<file path="src/rtl/pipe_pkg.sv">
// Shared types and constants for the pipeline sequencer.
// State encoding, the per-stage control word and the fixed control patterns.
package pipe_pkg;

  typedef enum logic [1:0] {
    INIT  = 2'd0,
    RUN   = 2'd1,
    MWAIT = 2'd2,
    HALT  = 2'd3
  } pstate_t;

  // en bit order, MSB first: PC, IF/DEC, DEC/EX, EX/MEM, MEM/WB
  typedef struct packed {
    logic [4:0] en;
    logic       dec_flush;
    logic       ex_flush;
  } pipe_ctl_t;

  localparam int EN_PC  = 4;
  localparam int EN_IFD = 3;
  localparam int EN_DEX = 2;
  localparam int EN_EXM = 1;
  localparam int EN_MWB = 0;

  // Performance counter slots
  localparam int NUM_CNT = 5;
  localparam int CNT_CYC_IX = 0;
  localparam int CNT_RET_IX = 1;
  localparam int CNT_LU_IX  = 2;
  localparam int CNT_MW_IX  = 3;
  localparam int CNT_BR_IX  = 4;

  localparam pipe_ctl_t CTL_FREEZE  = '{en: 5'b00000, dec_flush: 1'b0, ex_flush: 1'b0};
  localparam pipe_ctl_t CTL_RESET   = '{en: 5'b00000, dec_flush: 1'b1, ex_flush: 1'b1};
  localparam pipe_ctl_t CTL_INIT    = '{en: 5'b01111, dec_flush: 1'b1, ex_flush: 1'b1};
  localparam pipe_ctl_t CTL_RUN     = '{en: 5'b11111, dec_flush: 1'b0, ex_flush: 1'b0};
  localparam pipe_ctl_t CTL_BRANCH  = '{en: 5'b11111, dec_flush: 1'b1, ex_flush: 1'b1};
  localparam pipe_ctl_t CTL_LWSTALL = '{en: 5'b00111, dec_flush: 1'b0, ex_flush: 1'b1};
  localparam pipe_ctl_t CTL_IMISS   = '{en: 5'b01111, dec_flush: 1'b1, ex_flush: 1'b0};

endpackage

</file>
<file path="src/rtl/pipe_ctrl_if.sv">
// Hazard/memory request inputs and stage-control outputs of the sequencer.
// master = hazard unit / memories / pipeline side, slave = pipe_ctrl.
interface pipe_ctrl_if;
  logic       LW_STALL;
  logic       BR_TAKEN;
  logic       IMEM_READY;
  logic       DMEM_REQ;
  logic       DMEM_ACK;
  logic       PC_EN;
  logic       IF_DEC_EN;
  logic       DEC_EX_EN;
  logic       EX_MEM_EN;
  logic       MEM_WB_EN;
  logic       DEC_FLUSH;
  logic       EX_FLUSH;
  logic       HALTED;
  logic [1:0] STATE;

  modport master (
    output LW_STALL, BR_TAKEN, IMEM_READY, DMEM_REQ, DMEM_ACK,
    input  PC_EN, IF_DEC_EN, DEC_EX_EN, EX_MEM_EN, MEM_WB_EN,
    input  DEC_FLUSH, EX_FLUSH, HALTED, STATE
  );

  modport slave (
    input  LW_STALL, BR_TAKEN, IMEM_READY, DMEM_REQ, DMEM_ACK,
    output PC_EN, IF_DEC_EN, DEC_EX_EN, EX_MEM_EN, MEM_WB_EN,
    output DEC_FLUSH, EX_FLUSH, HALTED, STATE
  );
endinterface

</file>
<file path="src/rtl/pipe_perf_cnt.sv">
// Performance counters for the pipeline sequencer (present only with PIPE_PERF_CNT_EN).
// One wrapping counter per inc_i bit; all clear on reset and hold while frz_i.
`ifdef PIPE_PERF_CNT_EN
module pipe_perf_cnt #(
  parameter int PERF_W  = 32,
  parameter int NUM_CNT = 5
) (
  input  logic                             clk_i,
  input  logic                             rst_i,
  input  logic                             frz_i,
  input  logic [NUM_CNT-1:0]               inc_i,
  output logic [NUM_CNT-1:0][PERF_W-1:0]   cnt_o
);

  for (genvar g = 0; g < NUM_CNT; g++) begin : g_cnt
    logic [PERF_W-1:0] cnt_q, cnt_d;

    // Next value: bump on event unless frozen, wraps naturally
    always_comb begin
      cnt_d = cnt_q;
      if (!frz_i && inc_i[g]) cnt_d = cnt_q + 1'b1;
    end

    // Counter register
    always_ff @(posedge clk_i) begin
      if (rst_i) cnt_q <= '0;
      else       cnt_q <= cnt_d;
    end

    assign cnt_o[g] = cnt_q;
  end

endmodule
`endif

</file>
<file path="src/rtl/pipe_ctrl.sv">
// Pipeline sequencer for the 5-stage core: merges hazard requests with
// IMEM/DMEM wait states into per-stage enables and bubble inserts,
// flushes after reset and halts on a DMEM timeout.
// Optional macro PIPE_PERF_CNT_EN adds the CNT_* performance counter ports.
module pipe_ctrl
  import pipe_pkg::*;
#(
  parameter int INIT_FLUSH_CYC = 2,
  parameter int DMEM_TMO       = 16,
  parameter int PERF_W         = 32
) (
  input  logic              CLK,
  input  logic              RST,
  pipe_ctrl_if.slave        bus
`ifdef PIPE_PERF_CNT_EN
  ,
  output logic [PERF_W-1:0] CNT_CYC,
  output logic [PERF_W-1:0] CNT_RET,
  output logic [PERF_W-1:0] CNT_LU,
  output logic [PERF_W-1:0] CNT_MW,
  output logic [PERF_W-1:0] CNT_BR
`endif
);

  localparam int TMO_W = $clog2(DMEM_TMO + 1);
  localparam logic [TMO_W-1:0] TMO_LAST  = TMO_W'(DMEM_TMO - 1);
  localparam logic [TMO_W-1:0] TMO_MAX   = '1;
  localparam logic [2:0]       INIT_LAST = 3'(INIT_FLUSH_CYC - 1);

  pstate_t          state_q, state_d;
  logic [TMO_W-1:0] tmo_cnt_q, tmo_cnt_d;
  logic [2:0]       init_cnt_q, init_cnt_d;
  pipe_ctl_t        ctl;
  logic             mem_hold;

  // A load/store that is not completing this cycle freezes the whole pipe
  assign mem_hold = bus.DMEM_REQ & ~bus.DMEM_ACK;

  // State and counter registers
  always_ff @(posedge CLK) begin
    if (RST) begin
      state_q    <= INIT;
      tmo_cnt_q  <= '0;
      init_cnt_q <= '0;
    end else begin
      state_q    <= state_d;
      tmo_cnt_q  <= tmo_cnt_d;
      init_cnt_q <= init_cnt_d;
    end
  end

  // Next state: init flush countdown, DMEM wait tracking, timeout to HALT
  always_comb begin
    state_d    = state_q;
    tmo_cnt_d  = tmo_cnt_q;
    init_cnt_d = init_cnt_q;
    case (state_q)
      INIT: begin
        if (init_cnt_q >= INIT_LAST) begin
          state_d    = RUN;
          init_cnt_d = '0;
        end else begin
          init_cnt_d = init_cnt_q + 3'd1;
        end
      end
      RUN: begin
        tmo_cnt_d = '0;
        if (mem_hold) state_d = MWAIT;
      end
      MWAIT: begin
        if (!mem_hold) begin
          // ACK cycle already issues normal controls, so no dead cycle on return
          state_d   = RUN;
          tmo_cnt_d = '0;
        end else begin
          tmo_cnt_d = (tmo_cnt_q == TMO_MAX) ? tmo_cnt_q : tmo_cnt_q + 1'b1;
          if (tmo_cnt_d >= TMO_LAST) begin
            state_d   = HALT;
            tmo_cnt_d = '0;
          end
        end
      end
      HALT:    state_d = HALT;
      default: state_d = INIT;
    endcase
  end

  // Stage controls: reset/init patterns, then the RUN/MWAIT priority mux
  always_comb begin
    ctl = CTL_FREEZE;
    if (RST) begin
      ctl = CTL_RESET;
    end else begin
      case (state_q)
        INIT: ctl = CTL_INIT;
        RUN, MWAIT: begin
          if (mem_hold)             ctl = CTL_FREEZE;
          else if (bus.BR_TAKEN)    ctl = CTL_BRANCH;
          else if (bus.LW_STALL)    ctl = CTL_LWSTALL;
          else if (!bus.IMEM_READY) ctl = CTL_IMISS;
          else                      ctl = CTL_RUN;
        end
        default: ctl = CTL_FREEZE;
      endcase
    end
  end

  assign bus.PC_EN     = ctl.en[EN_PC];
  assign bus.IF_DEC_EN = ctl.en[EN_IFD];
  assign bus.DEC_EX_EN = ctl.en[EN_DEX];
  assign bus.EX_MEM_EN = ctl.en[EN_EXM];
  assign bus.MEM_WB_EN = ctl.en[EN_MWB];
  assign bus.DEC_FLUSH = ctl.dec_flush;
  assign bus.EX_FLUSH  = ctl.ex_flush;
  assign bus.HALTED    = (state_q == HALT);
  assign bus.STATE     = state_q;

`ifdef PIPE_PERF_CNT_EN
  logic                            run_like;
  logic [NUM_CNT-1:0]              cnt_inc;
  logic [NUM_CNT-1:0][PERF_W-1:0]  cnt_val;

  assign run_like = (state_q == RUN) || (state_q == MWAIT);

  // Event strobes; branch and load-use only count when they win the mux
  always_comb begin
    cnt_inc             = '0;
    cnt_inc[CNT_CYC_IX] = 1'b1;
    cnt_inc[CNT_RET_IX] = run_like & ctl.en[EN_MWB];
    cnt_inc[CNT_LU_IX]  = run_like & ~mem_hold & ~bus.BR_TAKEN & bus.LW_STALL;
    cnt_inc[CNT_MW_IX]  = (state_q == MWAIT);
    cnt_inc[CNT_BR_IX]  = run_like & ~mem_hold & bus.BR_TAKEN;
  end

  pipe_perf_cnt #(
    .PERF_W  (PERF_W),
    .NUM_CNT (NUM_CNT)
  ) u_perf (
    .clk_i (CLK),
    .rst_i (RST),
    .frz_i (state_q == HALT),
    .inc_i (cnt_inc),
    .cnt_o (cnt_val)
  );

  assign CNT_CYC = cnt_val[CNT_CYC_IX];
  assign CNT_RET = cnt_val[CNT_RET_IX];
  assign CNT_LU  = cnt_val[CNT_LU_IX];
  assign CNT_MW  = cnt_val[CNT_MW_IX];
  assign CNT_BR  = cnt_val[CNT_BR_IX];
`endif

endmodule

</file>
<file path="src/flat_wrapper.sv">
// flat-port wrapper written by rule: the top's interface ports become plain ports
module pipe_ctrl_flat import pipe_pkg::*;
#(
  parameter int INIT_FLUSH_CYC = 2,
  parameter int DMEM_TMO       = 16,
  parameter int PERF_W         = 32
)
  (CLK, RST, bus_LW_STALL, bus_BR_TAKEN, bus_IMEM_READY, bus_DMEM_REQ, bus_DMEM_ACK, bus_PC_EN, bus_IF_DEC_EN, bus_DEC_EX_EN, bus_EX_MEM_EN, bus_MEM_WB_EN, bus_DEC_FLUSH, bus_EX_FLUSH, bus_HALTED, bus_STATE);
  pipe_ctrl_if bus_i ();
  input  logic CLK;
  input  logic RST;
  input wire logic [$bits(bus_i.LW_STALL)-1:0] bus_LW_STALL;
  input wire logic [$bits(bus_i.BR_TAKEN)-1:0] bus_BR_TAKEN;
  input wire logic [$bits(bus_i.IMEM_READY)-1:0] bus_IMEM_READY;
  input wire logic [$bits(bus_i.DMEM_REQ)-1:0] bus_DMEM_REQ;
  input wire logic [$bits(bus_i.DMEM_ACK)-1:0] bus_DMEM_ACK;
  output wire logic [$bits(bus_i.PC_EN)-1:0] bus_PC_EN;
  output wire logic [$bits(bus_i.IF_DEC_EN)-1:0] bus_IF_DEC_EN;
  output wire logic [$bits(bus_i.DEC_EX_EN)-1:0] bus_DEC_EX_EN;
  output wire logic [$bits(bus_i.EX_MEM_EN)-1:0] bus_EX_MEM_EN;
  output wire logic [$bits(bus_i.MEM_WB_EN)-1:0] bus_MEM_WB_EN;
  output wire logic [$bits(bus_i.DEC_FLUSH)-1:0] bus_DEC_FLUSH;
  output wire logic [$bits(bus_i.EX_FLUSH)-1:0] bus_EX_FLUSH;
  output wire logic [$bits(bus_i.HALTED)-1:0] bus_HALTED;
  output wire logic [$bits(bus_i.STATE)-1:0] bus_STATE;
  assign bus_i.LW_STALL = bus_LW_STALL;
  assign bus_i.BR_TAKEN = bus_BR_TAKEN;
  assign bus_i.IMEM_READY = bus_IMEM_READY;
  assign bus_i.DMEM_REQ = bus_DMEM_REQ;
  assign bus_i.DMEM_ACK = bus_DMEM_ACK;
  assign bus_PC_EN = bus_i.PC_EN;
  assign bus_IF_DEC_EN = bus_i.IF_DEC_EN;
  assign bus_DEC_EX_EN = bus_i.DEC_EX_EN;
  assign bus_EX_MEM_EN = bus_i.EX_MEM_EN;
  assign bus_MEM_WB_EN = bus_i.MEM_WB_EN;
  assign bus_DEC_FLUSH = bus_i.DEC_FLUSH;
  assign bus_EX_FLUSH = bus_i.EX_FLUSH;
  assign bus_HALTED = bus_i.HALTED;
  assign bus_STATE = bus_i.STATE;
  pipe_ctrl #(.INIT_FLUSH_CYC(INIT_FLUSH_CYC), .DMEM_TMO(DMEM_TMO), .PERF_W(PERF_W)) u_core (.CLK(CLK), .RST(RST), .bus(bus_i));
endmodule
</file>
<file path="config.mk">
export PLATFORM = sky130hd
export DESIGN_NAME = pipe_ctrl_flat
export DESIGN_NICKNAME = d
export VERILOG_FILES = /design/src/rtl/pipe_pkg.sv /design/src/rtl/pipe_ctrl_if.sv /design/src/rtl/pipe_perf_cnt.sv /design/src/rtl/pipe_ctrl.sv /design/src/flat_wrapper.sv
export SDC_FILE = /design/constraint.sdc
export NUM_CORES = 1
export LEC_CHECK = 0
export ABC_AREA = 1
export BUFFER_PORTS_ARGS = -buffer_cell sky130_fd_sc_hd__buf_2
export CAP_MARGIN = 0
export CELL_PAD_IN_SITES_DETAIL_PLACEMENT = 1
export CELL_PAD_IN_SITES_GLOBAL_PLACEMENT = 2
export CORE_UTILIZATION = 25
export CTS_CLUSTER_SIZE = 10
export DETAILED_ROUTE_END_ITERATION = 8
export GPL_TIMING_DRIVEN = 0
export PLACE_DENSITY = 0.75
export SLEW_MARGIN = 10
export SYNTH_ARGS = -nofsm -noshare
export SYNTH_HDL_FRONTEND = slang
export SYNTH_SLANG_ARGS = --single-unit
</file>
<file path="constraint.sdc">
create_clock -name CLK -period 1.5 [get_ports CLK]
set_input_delay 0.15 -clock CLK [delete_from_list [all_inputs] [get_ports CLK]]
set_output_delay 0.15 -clock CLK [all_outputs]
set_load 0.03 [all_outputs]
</file>
# == Yosys cells after proc, flatten, opt, wreduce, memory -nomap -nowiden ==
# Cells that the tools add are included.
# W data, S select, Z words.
# op_classes
eq_ne,7
shifts,0
addsub,2
mux,16
n_mul,0
bitwise_logic,2
div,0
magnitude_cmp,2
reduce_logical,4
# ops
op,n
$mux W7,5
$mux W5,3
$pmux W7 S2,1
$pmux W5 S2,1
$mux W2,4
$pmux W2 S4,1
$add A5 B1 Y5 const B,1
$eq A5 B5 Y1 const B,1
$ge A5 B4 Y1 const B,1
$eq A2 B2 Y1 const B,2
$ne A2 B1 Y1 const B,2
$add A3 B1 Y3 const B,1
$ge A3 B1 Y1 const B,1
$mux W3,1
$ne A3 B3 Y1 const B,1
$reduce_and A3 Y1,1
$eq A2 B1 Y1 const B,1
$logic_not A2 Y1,1
$reduce_bool A2 Y1,1
$reduce_or A2 Y1,1
$and A1 B1 Y1,1
$not A1 Y1,1
# word_totals
out_inout_bits,10
word_cells,36
ff_bits,10
n_memories,0
ram_bits,0
latchBits,0
romBits,0
input_bits,7

# == Depth between registers and ports, before layout ==
# depth
depth_word,6
mapped_depth,11
ltp_nobuf,11

# == Least setup slack after synthesis ==
# No wires, ideal clock.
# synth_path
kind,register to output
from,"reg u_core.state_q[1], in the netlist u_core.bus.STATE[1]"
to,out bus_IF_DEC_EN
stages_incl_launch_ff,8
arrival_time_ns,2.334
n_path_buf,0
setup_slack_ns,-0.984
path_cell_list,dfxtp_1 inv_1 ha_1 clkinv_1 nor2_1 o21ai_0 nor2_1 o21a_1
# synth_between
elab_chain_len,4
word_cells_on_any_way,6
classes_between,eq/ne (2); mux (2); reduce/logical (2)
# synth_lines
element,line_no,rtl
start: declaration,pipe_ctrl.sv:30,"pstate_t state_q, state_d;"
start signal: assignment,pipe_ctrl.sv:46,state_q <= state_d;
$eq A2 B1 Y1 / $eq A2 B2 Y1 (equally long branches),pipe_ctrl.sv:94,case (state_q)
$reduce_or A2 Y1,pipe_ctrl.sv:94,
$pmux W7 S2 *,pipe_ctrl.sv:94,
$mux W7 *,pipe_ctrl.sv:91,if (RST) begin
end: declaration,flat_wrapper.sv:18,output wire logic [$bits(bus_i.IF_DEC_EN)-1:0] bus_IF_DEC_EN;
# Mark *: on every way between the ends. The rest lies on a longest branch, timed or not.

# == Worst setup path after layout ==
# layout_path
from,"reg u_core.state_q[0], in the netlist u_core.bus.STATE[0]"
to,out bus_IF_DEC_EN
# The elaborated chain is that of the path after synthesis.

==> flow_summary.yaml <==
clocking:
  root_buffer: "clkbuf_4"
  cts.htree.levels: 1
  cts.sinks: 10
  cts_hold_buf: 0
  clock_latency_ps: 280
  cts_tree: "done"
  cts_made_buffers: 3
  cts_buffer_depth: 2
  clk_pin_slew_ps: 70
timing:
  hold_viol_final: 0
  setup_tns_ps: -1560
  min_period_ps: 1760
  max_slew_margin: 0.605
  setup-violations-final: 9
  post-route-period-util: 1.18
  slew_violations: 0
  rsz0062_at_grt: "true"
  clock.fmax_ghz: 0.567
  fin_ws_ps: -265
  skew_ps: 4.04
  worst_pin_slew_ps: 593
synth:
  yosys_register_bits: 10
  ys.flop_type: "dfxtp_1"
  synth-async-reset-ratio: 0
  synth_edf_count: 0
  synth_top_cell_by_area: "dfxtp_1"
  synth_cell_types: 24
  yosys-top-cells-count: "nand2_1 (19), inv_1 (14), nor2_1 (14)"
  synth_area_leaders: "dfxtp_1 (26%), ha_1 (13%), nand2_1 (9.3%), inv_1 (6.9%), nor2_1 (6.9%)"
  ys_warn_count: 0
  netlist_area_um2: 766
  syn_inst: 110
  syn_area_per_cell_um2: 6.96
  yosysMostFrequentCell: "nand2_1"
  seq_area_frac_synth: 0.261
  synth.net_count: 125
  netlist.area_leader.share: 0.261
placed_design:
  dp_cells: 156
  numPortBuffers: 15
  dp_hpwl_um: 1530
  gp_congestion: 0.800
critical_path:
  worstPathArrival_ps: 1610
  cp_common_cell: "nor2_4"
  cpLargestDelayFamily: "flip-flops"
  crit_chain: "inv_4 -> ha_4 -> clkinv_8 -> nor2_4 -> o21ai_4 -> nor2_4 -> o21a_4 -> buf_6"
  reg2reg_setup_slack_ps: 0
  critical_path_buf_inv_count: 3
  rr_endpoint: "u_core.tmo_cnt_q[0]"
  setup.worst_path.end_class: "output port"
  path_max_fanout: 4
  worst-r2r-cell-count: 8
  max_stage_delay_ps: 360
  crit_type: "register to output port"
  cp-start-kind: "register"
  worstPathRequired_ps: 1350
  crit_slowest_cell: "dfxtp_4"
  worstReg2RegStart: "u_core.tmo_cnt_q[1]"
global_routing:
  use_met2: 0.241
  grt_max_degree: 11
  grt_usage: 0.142
  met1_usage: 0.176
  use_met3: 0.0499
  grt-ovfl-total: 0
  busiest_layer: "met2"
  grt_pass1_wl_um: 3570
  grt_antenna_before_repair: 0
  first_global_vias: 797
worst_hold_path:
  hp-start: "RST"
  min_path_cells: 2
  hp-class: "primary input to register"
  holdPathEnd: "u_core.init_cnt_q[1]"
power_and_ir_drop:
  combPwrFrac: 0.695
  vdd_drop_max_mv: 0.772
  clock_power_share: 0.127
  switching_share: 0.468
  power_density_nw_per_um2: 1650
  p_seq_frac: 0.178
  p_switching_uw: 943
  intPower_mw: 1.07
  power_leakage_nw: 0.529
drt:
  vias: 845
  avgViaCountPerCell: 4.83
  wl_um: 2220
  dr.pass1.iters: 4
  drt_iter0_markers: 14
  final_antenna_net_count: 0
  wire_per_inst_um: 12.7
  remaining_drc_errors: 0
layout:
  syn2layout_area_growth_pct: 59.5
  stdcell_count: 175
  layout.nets: 160
  drive_above_1_share: 0.507
  diodes: 0
  final-seq-area_um2: 218
  fill_cells: 336
  multi_input_area_um2: 603
job:
  drv_cap: 0
floorplan:
  die_w_um: 57.3
  die_y_um: 57.3
  core_area_um2: 2830
  row_count: 19
  initial_core_util: 0.271
  dieArea_um2: 3290
  ioPinCount: 17
run_status:
  violations: "setup timing"
  outcome: "finished with violations"
==> through the flow <==
| step | area, um2 | power, mW | setup WS (ps) | hold slack [ps] | util |
|---|---|---|---|---|---|
| floorplan | 832 | 1.21 | -117 | 444 | - |
| global placement | 946 | 1.41 | -151 | 455 | 0.334 |
| detailed placement | 946 | 1.44 | -216 | 458 | 0.334 |
| CTS | 1120 | 1.92 | -259 | 347 | 0.395 |
| global route | 1220 | 2.18 | -344 | 346 | 0.432 |
| finish | 1220 | 2.02 | -265 | 326 | 0.432 |
==> worst max-delay path by stage <==
stage	from	cells past startpoint	endpoint
floorplan	u_core.bus.STATE[1]	7	bus_IF_DEC_EN
global placement	u_core.tmo_cnt_q[0]	10	u_core.bus.STATE[1]
detailed placement	u_core.tmo_cnt_q[0]	10	u_core.bus.STATE[1]
CTS	u_core.bus.STATE[1]	8	bus_IF_DEC_EN
global route	u_core.bus.STATE[0]	8	bus_IF_DEC_EN
finish	u_core.bus.STATE[0]	8	bus_IF_DEC_EN
==> cell usage in the layout, fill, tap and decap left out, drive strengths merged, types with 3 or more instances in the layout <==
cell and instances:
buf 32, nand2 22, nor2 15, inv 14, a21oi 11, nand3 10
dfxtp 10, ha 8, o21ai 7, clkbuf 5, nand4 3
==> logic make-up after synthesis <==
group / count (synthesis) / synth area share
compound gates: 20 / 0.141
xor+xnor: 1 / 0.0114
fa+ha+maj: 8 / 0.131
buf+inv: 18 / 0.0980
flops: 10 / 0.261
simple gates: 53 / 0.358
==> sequential cells by signal, summed over array words and instances (netlist names) <==
name and cells:
u_core.tmo_cnt_q 5, u_core.init_cnt_q 3, u_core.bus.STATE 2
==> power by group through the flow <==
stage | clock network, mW | registers [mW] | logic, mW
CTS | 0.262 | 0.360 | 1.30
detailed placement | 0 | 0.393 | 1.05
global route | 0.287 | 0.365 | 1.53
global placement | 0 | 0.390 | 1.02
finish | 0.255 | 0.360 | 1.40
floorplan | 0 | 0.421 | 0.786
==> routing by layer <==
| layer | wire [um] | part of all wire |
|---|---|---|
| met1 | 986 | 0.44 |
| met2 | 1120 | 0.51 |
| met3 | 58 | 0.026 |
| met4 | 48 | 0.022 |
| met5 | 0 | 0 |
==> area by class of cell <==
type / instances / area share
flip-flops and latches: 10 / 0.178
repair buffers: 30 / 0.191
inverters: 15 / 0.0605
well taps: 31 / 0.0318
clock buffers: 4 / 0.0297
multi-input cells: 82 / 0.494
plain buffers: 3 / 0.0154
==> what timing repair did <==
item	4_1_cts	5_1_grt
pin swaps	8	9
endpoints found under the setup margin	13	13
buffers inserted	7	8
gates resized for setup	25	11
gates cloned	0	0
Note: power is estimated with default switching activity, not from simulation.
